`src/rtl/bp_io_word_splitter.sv`:
```
// Splits 8-byte uncached BedRock I/O commands into two 4-byte sub-commands for the
// 32-bit manycore MMIO bridge and merges the two sub-responses back into one response.

module bp_io_word_splitter_chk
    #(parameter int size_width_p = 3)
    (input  logic                    clk_i
    ,input  logic                    reset_n_i
    ,input  logic                    cmd_fire_i
    ,input  logic [size_width_p-1:0] cmd_size_i
    ,input  logic [2:0]              cmd_addr_lo_i
    ,input  logic                    resp_v_i
    ,input  logic                    resp_ready_i
    ,input  logic                    resp_v_o_i
    ,input  logic                    resp_yumi_i
    );

    localparam logic [size_width_p-1:0] size_8_lp = 3'd3;

    a_aligned_split: assert property (@(posedge clk_i) disable iff (!reset_n_i)
        !(cmd_fire_i && (cmd_size_i == size_8_lp) && (cmd_addr_lo_i != 3'b000)))
        else $error("size-8 parent accepted with misaligned address");

    a_no_spurious_resp: assert property (@(posedge clk_i) disable iff (!reset_n_i)
        !(resp_v_i && !resp_ready_i))
        else $error("sub-response presented while no sub-command outstanding");

    a_yumi_with_valid: assert property (@(posedge clk_i) disable iff (!reset_n_i)
        !(resp_yumi_i && !resp_v_o_i))
        else $error("merged response yumi without valid");

endmodule

module bp_io_word_splitter
    #(parameter int paddr_width_p    = 40
     ,parameter int mc_data_width_p  = 32
     ,parameter int word_width_gp    = 64
     ,parameter int msg_type_width_p = 4
     ,parameter int payload_width_p  = 8
     ,localparam int size_width_lp        = 3
     ,localparam int hdr_width_lp         = msg_type_width_p + paddr_width_p + size_width_lp + payload_width_p
     ,localparam int cce_mem_msg_width_lp = hdr_width_lp + word_width_gp
     )
    (input  logic                            clk_i
    ,input  logic                            reset_n_i

    ,input  logic [cce_mem_msg_width_lp-1:0] io_cmd_i
    ,input  logic                            io_cmd_v_i
    ,output logic                            io_cmd_ready_o

    ,output logic [cce_mem_msg_width_lp-1:0] io_cmd_o
    ,output logic                            io_cmd_v_o
    ,input  logic                            io_cmd_ready_i

    ,input  logic [cce_mem_msg_width_lp-1:0] io_resp_i
    ,input  logic                            io_resp_v_i
    ,output logic                            io_resp_ready_o

    ,output logic [cce_mem_msg_width_lp-1:0] io_resp_o
    ,output logic                            io_resp_v_o
    ,input  logic                            io_resp_yumi_i
    );

    // Message layout: {data, payload, size, addr, msg_type}, msg_type in the LSBs.
    localparam int addr_lsb_lp = msg_type_width_p;
    localparam int size_lsb_lp = addr_lsb_lp + paddr_width_p;
    localparam int pad_width_lp = word_width_gp - mc_data_width_p;
    localparam logic [size_width_lp-1:0] size_4_lp = 3'd2;
    localparam logic [size_width_lp-1:0] size_8_lp = 3'd3;

    typedef enum logic [2:0] {
        e_ready   = 3'd0,
        e_send_lo = 3'd1,
        e_send_hi = 3'd2,
        e_wait_lo = 3'd3,
        e_wait_hi = 3'd4,
        e_resp    = 3'd5
    } state_e;

    state_e                     state_q, state_d;
    logic [hdr_width_lp-1:0]    hdr_q, hdr_d;
    logic [word_width_gp-1:0]   data_q, data_d;
    logic                       split_q, split_d;
    logic [mc_data_width_p-1:0] lo_q, lo_d;
    logic [mc_data_width_p-1:0] hi_q, hi_d;

    logic [hdr_width_lp-1:0]    sub_hdr_lo_s, sub_hdr_hi_s;
    logic [word_width_gp-1:0]   merged_data_s;
    logic                       unused_resp_s;

    // Only the low word of each sub-response carries data.
    assign unused_resp_s = ^{io_resp_i[hdr_width_lp-1:0],
                             io_resp_i[cce_mem_msg_width_lp-1:hdr_width_lp+mc_data_width_p]};

    // State and transaction registers.
    always_ff @(posedge clk_i or negedge reset_n_i) begin
        if (!reset_n_i) begin
            state_q <= e_ready;
            hdr_q   <= '0;
            data_q  <= '0;
            split_q <= 1'b0;
            lo_q    <= '0;
            hi_q    <= '0;
        end else begin
            state_q <= state_d;
            hdr_q   <= hdr_d;
            data_q  <= data_d;
            split_q <= split_d;
            lo_q    <= lo_d;
            hi_q    <= hi_d;
        end
    end

    // Next-state logic; ready outputs come from state decode, so v_i never reaches ready_o.
    always_comb begin
        state_d = state_q;
        hdr_d   = hdr_q;
        data_d  = data_q;
        split_d = split_q;
        lo_d    = lo_q;
        hi_d    = hi_q;
        case (state_q)
            e_ready: begin
                if (io_cmd_v_i) begin
                    hdr_d   = io_cmd_i[hdr_width_lp-1:0];
                    data_d  = io_cmd_i[cce_mem_msg_width_lp-1 -: word_width_gp];
                    split_d = (io_cmd_i[size_lsb_lp +: size_width_lp] == size_8_lp);
                    state_d = e_send_lo;
                end else begin
                    state_d = e_ready;
                end
            end
            e_send_lo: begin
                if (io_cmd_ready_i) begin
                    state_d = split_q ? e_send_hi : e_wait_lo;
                end else begin
                    state_d = e_send_lo;
                end
            end
            e_send_hi: begin
                if (io_cmd_ready_i) begin
                    state_d = e_wait_lo;
                end else begin
                    state_d = e_send_hi;
                end
            end
            e_wait_lo: begin
                if (io_resp_v_i) begin
                    lo_d    = io_resp_i[hdr_width_lp +: mc_data_width_p];
                    state_d = split_q ? e_wait_hi : e_resp;
                end else begin
                    state_d = e_wait_lo;
                end
            end
            e_wait_hi: begin
                if (io_resp_v_i) begin
                    hi_d    = io_resp_i[hdr_width_lp +: mc_data_width_p];
                    state_d = e_resp;
                end else begin
                    state_d = e_wait_hi;
                end
            end
            e_resp: begin
                if (io_resp_yumi_i) begin
                    state_d = e_ready;
                end else begin
                    state_d = e_resp;
                end
            end
            default: begin
                state_d = e_ready;
            end
        endcase
    end

    // Sub-command headers: split parents use the aligned 8-byte base, lo word first.
    always_comb begin
        sub_hdr_lo_s = hdr_q;
        sub_hdr_hi_s = hdr_q;
        if (split_q) begin
            sub_hdr_lo_s[addr_lsb_lp +: paddr_width_p] = {hdr_q[addr_lsb_lp+3 +: paddr_width_p-3], 3'b000};
            sub_hdr_lo_s[size_lsb_lp +: size_width_lp] = size_4_lp;
            sub_hdr_hi_s[addr_lsb_lp +: paddr_width_p] = {hdr_q[addr_lsb_lp+3 +: paddr_width_p-3], 3'b100};
            sub_hdr_hi_s[size_lsb_lp +: size_width_lp] = size_4_lp;
        end else begin
            sub_hdr_lo_s = hdr_q;
            sub_hdr_hi_s = hdr_q;
        end
    end

    assign merged_data_s = split_q ? {hi_q, lo_q} : {{pad_width_lp{1'b0}}, lo_q};

    // Output decode; data buses are held at zero whenever their valid is low.
    always_comb begin
        io_cmd_ready_o  = 1'b0;
        io_cmd_o        = '0;
        io_cmd_v_o      = 1'b0;
        io_resp_ready_o = 1'b0;
        io_resp_o       = '0;
        io_resp_v_o     = 1'b0;
        case (state_q)
            e_ready: begin
                io_cmd_ready_o = 1'b1;
            end
            e_send_lo: begin
                io_cmd_v_o = 1'b1;
                io_cmd_o   = {{pad_width_lp{1'b0}}, data_q[mc_data_width_p-1:0], sub_hdr_lo_s};
            end
            e_send_hi: begin
                io_cmd_v_o = 1'b1;
                io_cmd_o   = {{pad_width_lp{1'b0}}, data_q[word_width_gp-1 -: mc_data_width_p], sub_hdr_hi_s};
            end
            e_wait_lo, e_wait_hi: begin
                io_resp_ready_o = 1'b1;
            end
            e_resp: begin
                io_resp_v_o = 1'b1;
                io_resp_o   = {merged_data_s, hdr_q};
            end
            default: begin
                io_cmd_ready_o = 1'b0;
            end
        endcase
    end

    bp_io_word_splitter_chk #(.size_width_p(size_width_lp)) chk (
        .clk_i         (clk_i),
        .reset_n_i     (reset_n_i),
        .cmd_fire_i    (io_cmd_v_i & io_cmd_ready_o),
        .cmd_size_i    (io_cmd_i[size_lsb_lp +: size_width_lp]),
        .cmd_addr_lo_i (io_cmd_i[addr_lsb_lp +: 3]),
        .resp_v_i      (io_resp_v_i),
        .resp_ready_i  (io_resp_ready_o),
        .resp_v_o_i    (io_resp_v_o),
        .resp_yumi_i   (io_resp_yumi_i)
    );

endmodule

```
`config.mk`:
```
export PLATFORM = sky130hd
export DESIGN_NAME = bp_io_word_splitter
export DESIGN_NICKNAME = d
export VERILOG_FILES = /design/src/rtl/bp_io_word_splitter.sv
export SDC_FILE = /design/constraint.sdc
export NUM_CORES = 1
export LEC_CHECK = 0
export ABC_AREA = 0
export CELL_PAD_IN_SITES_DETAIL_PLACEMENT = 0
export CELL_PAD_IN_SITES_GLOBAL_PLACEMENT = 1
export CORE_MARGIN = 2
export CORE_UTILIZATION = 25
export DETAILED_ROUTE_END_ITERATION = 16
export PLACE_DENSITY_LB_ADDON = 0.15
export SLEW_MARGIN = 20
export SYNTH_ARGS = -nofsm -noshare
export SYNTH_HDL_FRONTEND = slang
export SYNTH_SLANG_ARGS = --single-unit
```
`constraint.sdc`:
```
create_clock -name clk_i -period 1.86 [get_ports clk_i]
set_input_delay 0.186 -clock clk_i [delete_from_list [all_inputs] [get_ports clk_i]]
set_output_delay 0.186 -clock clk_i [all_outputs]
set_load 0.005 [all_outputs]
```
Yosys cells after proc, flatten, opt, wreduce, memory -nomap -nowiden
Cells that the tools add are included.

word-level totals
  bits in registers = 187
  bits of input ports = 244
  output and inout port bits = 242
  logic and storage cells = 36

cells by class
  eq/ne operators = 6
  mux-type cells = 18
  reductions and logical operators = 6

operators by type and width
  kind                  count
  $pmux W87 S2          1
  $mux W119             1
  $mux W43              2
  $mux W64              1
  $pmux W3 S6           1
  $eq A3 B2 Y1 const B  3
  $mux W1               9
  $eq A3 B3 Y1 const B  2
  $mux W3               2
  $reduce_and A2 Y1     3
  $reduce_or A2 Y1      2
  $eq A3 B1 Y1 const B  1
  $logic_not A3 Y1      1
  $mux W2               1

Longest topological paths before layout
  word-level depth = 3
  mapped depth = 6
  depth with buffers taken out = 3

Least setup slack after synthesis
OpenSTA, ideal clock, no wires.

  path kind = reg-to-reg
  start = register state_q[0]
  end = register hi_q[10]
  library setup time = 0.125 ns
  arrival = 1.459 ns
  slack = 0.276 ns
  stages on the path, launching flop included = 6
  path buffers = 3
  cell sequence = dfrtp_1 buf_6 nor4bb_4 buf_6 buf_12 mux2_4

on the way
  longest elaborated chain between the ends = 2

ends and longest elaborated chain
  item                         RTL line  RTL
  start, declared              79        state_e state_q, state_d;
  start signal, assigned       97        state_q <= e_ready;
  start signal, assigned       104       state_q <= state_d;
  $eq A3 B3 Y1                 121       case (state_q)
  $reduce_and A2 Y1 (no line)  -
  end signal, assigned         109       hi_q <= hi_d;
  end, declared                84        logic [mc_data_width_p-1:0] hi_q, hi_d;

Every way passes these cells.
A chain may end at the register's enable or synchronous reset.

Worst setup path after layout
  start = register state_q[0]
  end = output io_cmd_o[7]

on the way
  longest elaborated chain between the ends = 2
  elaborated cells on any way between the ends = 3

ends and longest elaborated chain
  item                                          RTL line  RTL
  $eq A3 B2 Y1 or $eq A3 B1 Y1 (tied branches)  200       case (state_q)
  $pmux W87 S2 (*)                              200
  end, declared                                 50        ,output logic [cce_mem_msg_width_lp-1:0] io_cmd_o

Mark *: on every way between the ends. The rest lies on a longest branch, timed or not.

==> implementation parameters <==
Parameter                              Value

Finish
  Layout cell share with drive strength beyond 1    56.16%
  Synth-to-layout area growth    67.40%
  Utilization after layout    42.60%
  Non-filler cells, final    1,707
  Number of nets in the final layout    1,424

Setup path
  Worst endpoint required time    1670 ps
  Top fanout value on the critical path    5
  Data arrival, critical path    2000 ps
  Internal reg-to-reg setup slack    -40 ps
  Sort of element at the start of the critical path    flop
  Kind of critical path    reg -> out
  Kind of end point of the critical path    output port

Drt
  Routed len/inst    20.78 um
  Remaining routing DRC violations    0
  Routed wire length    35.48 mm
  Number of DRC violations after detailed-routing iteration 0    215
  ANT nets after route    0
  Via count of the routed design    7,079
  Detail-routed via count per cell    4.147
  Drt first pass iters    4

Yosys
  XOR/XNOR share of the synthesized area    0%
  Number of enable-type register cells in the synthesized netlist    0
  Fraction of the mapped netlist area in compound gates    3.681%
  Sequential cell area fraction in the yosys report    48.83%
  Library cell occupying the most area in the post-synthesis netlist    sky130_fd_sc_hd__dfrtp_1
  Synth Area in Simple Gates    13.15%
  Top-area cell type share of the netlist area    48.83%
  Fraction of synthesized area in multiplexers    26.67%
  Synth Area per Inst    13.83 sq um
  Top cells by count, synth    sky130_fd_sc_hd__dfrtp_1 (187), sky130_fd_sc_hd__and2_1 (137), sky130_fd_sc_hd__mux2_4 (129)
  Fraction of registers with async set or reset after synthesis    100.0%
  Biggest area contributors in the synthesized netlist    sky130_fd_sc_hd__dfrtp_1 (49%), sky130_fd_sc_hd__mux2_4 (20%), sky130_fd_sc_hd__and2_1 (8.9%)
  Distinct cells, synth    36
  Synthesis-stage register bit count    187
  Main combinational cell family by area after synthesis    multiplexers
  Netlist area before placement    9584 sq um
  Commonest register cell after synthesis    sky130_fd_sc_hd__dfrtp_1
  Ys Warns    0
  Post-synthesis cell count    693
  Most repeated cell in the gate-level netlist after synthesis    sky130_fd_sc_hd__dfrtp_1
  Adder-cell share of the synthesized area    0%

Die
  Placement row count    71
  Floorplan core area    37,670 sq um
  Die span in x    199.8 um
  Overall die area    39,920 sq um
  Initial core utilization    25.45%
  Die Ht    199.8 um
  Boundary Pins    486

GRT
  Vias in the first global route    6,999
  Total grt overflow    0
  Total routing usage reported by global routing    15.93%
  Pin count of the biggest net entering global routing    61
  Number of antenna violations at the first check in global routing    3
  Wire length of the first global-routing pass    46.50 mm

Clock network
  Register clock-pin slew on the reported worst setup and hold paths    70 ps
  Clock tree buffer depth    2
  CTS buffer count    17
  Root buf cell    sky130_fd_sc_hd__clkbuf_16
  Clk sink count    187
  H-tree depth reported by CTS    4
  TritonCTS clock tree    built
  Clock latency at the later pin of the worst-skew pair    450 ps

Hold path
  Type of the tightest min-delay check    in -> async

STA
  Min cycle time layout    2183 ps
  Post-route fraction of the period consumed by the critical path    117.4%
  Worst hold slack    294.8 ps
  TNS Setup    -43,230 ps
  Headroom to the max-slew limit    60.52%
  Minimum setup slack in the final design    -322.8 ps
  Worst clock skew on the final layout    12.80 ps
  F_max    458.1 MHz
  RSZ-0062 raised after global routing    true
  Final hold vios    0
  Final number of setup-violating endpoints    224
  Worst Tran Pin Value    592.3 ps
  Slew Viols, Final    0

Run
  Max-cap violations    0

Power
  Maximum VDD drop    0.8770 mV
  Total leakage power    7.670 nW
  Power density cells    1649 nW/um^2

Placed design
  Global placement routability congestion    0.7398
  Port Buffers    366
  HPWL after detailed placement    21.74 mm
  Cell total after placement    1,563

Status
  Status    complete, but fails checks
  Failing checks    setup timing
metal layers:
metal	routed length, um	vias to the layer above	GRT usage (%)
met2	16870	233	24.61
li1	-	3297	-
met4	385	0	4.225
met3	2712	19	6.065
met1	15510	3530	20.88
met5	0	-	0
metrics by stage:
stage / cell area, sq um / setup slack [ps] / power (W)
after floorplan: 9701 / 275.6 / 0.01361
after global placement: 13890 / -141.9 / 0.01909
after global routing: 16040 / -414.6 / 0.02801
after CTS: 14890 / -583.2 / 0.02392
after detailed placement: 13890 / -139.8 / 0.01909
final: 16040 / -322.8 / 0.02645
cell type report:
| type | instances | area, sq um |
|---|---|---|
| clock buffer | 18 | 429.2 |
| sequential | 187 | 4682 |
| multi-input combinational | 453 | 4562 |
| timing repair buffer | 520 | 5590 |
| fill | 3649 | 21620 |
| inverter | 1 | 3.754 |
| clock inverter | 14 | 130.1 |
| tap | 511 | 639.4 |
| antenna | 3 | 7.507 |
registers in the layout, indices dropped and copies added, names as in the netlist:
signal   cells
data_q      64
hdr_q       55
hi_q        32
lo_q        32
state_q      3
split_q      1
worst paths after layout:
kind / end / startpoint / cells after the start
max in group asynchronous: state_q[2] / reset_n_i / 3
max: io_cmd_o[7] / state_q[0] / 9
max reg2reg: data_q[34] / state_q[1] / 8
min reg2reg: lo_q[8] / lo_q[8] / 1
min in group clk_i: data_q[36] / io_cmd_i[91] / 2
min: data_q[46] / reset_n_i / 2
what timing repair did:
item,CTS,global route
cloned,8,28
pin swaps,12,53
buffers inserted,20,60
gates resized for setup,320,604
hold buffers,1,0
setup endpoints to repair,330,360
hold endpoints to repair,50,0
cells by family after synthesis:
group / Yosys count
other: 1
AOI/OAI and AO/OA: 42
and+or+nand+nor: 195
DFF: 187
muxes: 184
buffers and inverters: 84
critical path: stages (launching register included):
cell	delay (ps)
sky130_fd_sc_hd__dfrtp_2	450
sky130_fd_sc_hd__nand2b_4	160
sky130_fd_sc_hd__a21oi_4	160
sky130_fd_sc_hd__buf_12	140
sky130_fd_sc_hd__buf_12	120
sky130_fd_sc_hd__buf_16	100
sky130_fd_sc_hd__buf_8	100
sky130_fd_sc_hd__buf_6	90
sky130_fd_sc_hd__and2_4	130
sky130_fd_sc_hd__buf_6	90
layout by cell type (no fill, tap or decap), types with 2 or more instances in the layout:
| cell type | n |
|---|---|
| sky130_fd_sc_hd__conb_1 | 32 |
| sky130_fd_sc_hd__clkbuf_16 | 40 |
| sky130_fd_sc_hd__nor2_4 | 2 |
| sky130_fd_sc_hd__diode_2 | 3 |
| sky130_fd_sc_hd__clkinv_4 | 2 |
| sky130_fd_sc_hd__dlymetal6s2s_1 | 8 |
| sky130_fd_sc_hd__and3_1 | 23 |
| sky130_fd_sc_hd__dfrtp_2 | 2 |
| sky130_fd_sc_hd__dfrtp_1 | 185 |
| sky130_fd_sc_hd__clkinvlp_4 | 4 |
| sky130_fd_sc_hd__o21ai_0 | 2 |
| sky130_fd_sc_hd__and3b_1 | 4 |
| sky130_fd_sc_hd__nand2_1 | 7 |
| sky130_fd_sc_hd__a21oi_1 | 2 |
| sky130_fd_sc_hd__buf_6 | 125 |
| sky130_fd_sc_hd__mux2_4 | 129 |
| sky130_fd_sc_hd__buf_8 | 15 |
| sky130_fd_sc_hd__mux2_2 | 55 |
| sky130_fd_sc_hd__inv_8 | 5 |
| sky130_fd_sc_hd__buf_16 | 7 |
| sky130_fd_sc_hd__clkdlybuf4s50_1 | 155 |
| sky130_fd_sc_hd__and2_1 | 59 |
| sky130_fd_sc_hd__and3_4 | 9 |
| sky130_fd_sc_hd__a22o_1 | 32 |
| sky130_fd_sc_hd__buf_2 | 73 |
| sky130_fd_sc_hd__clkbuf_2 | 42 |
| sky130_fd_sc_hd__buf_12 | 33 |
| sky130_fd_sc_hd__and2_4 | 79 |
| sky130_fd_sc_hd__inv_6 | 3 |
| sky130_fd_sc_hd__nand2b_4 | 2 |
| sky130_fd_sc_hd__buf_4 | 37 |
power by group:
group / switching (W) / internal [W]
Sequential: 0.00139 / 0.00615
Clock: 0.00183 / 0.00177
Combinational: 0.00542 / 0.00989
Power figures use the tool's default switching activity.
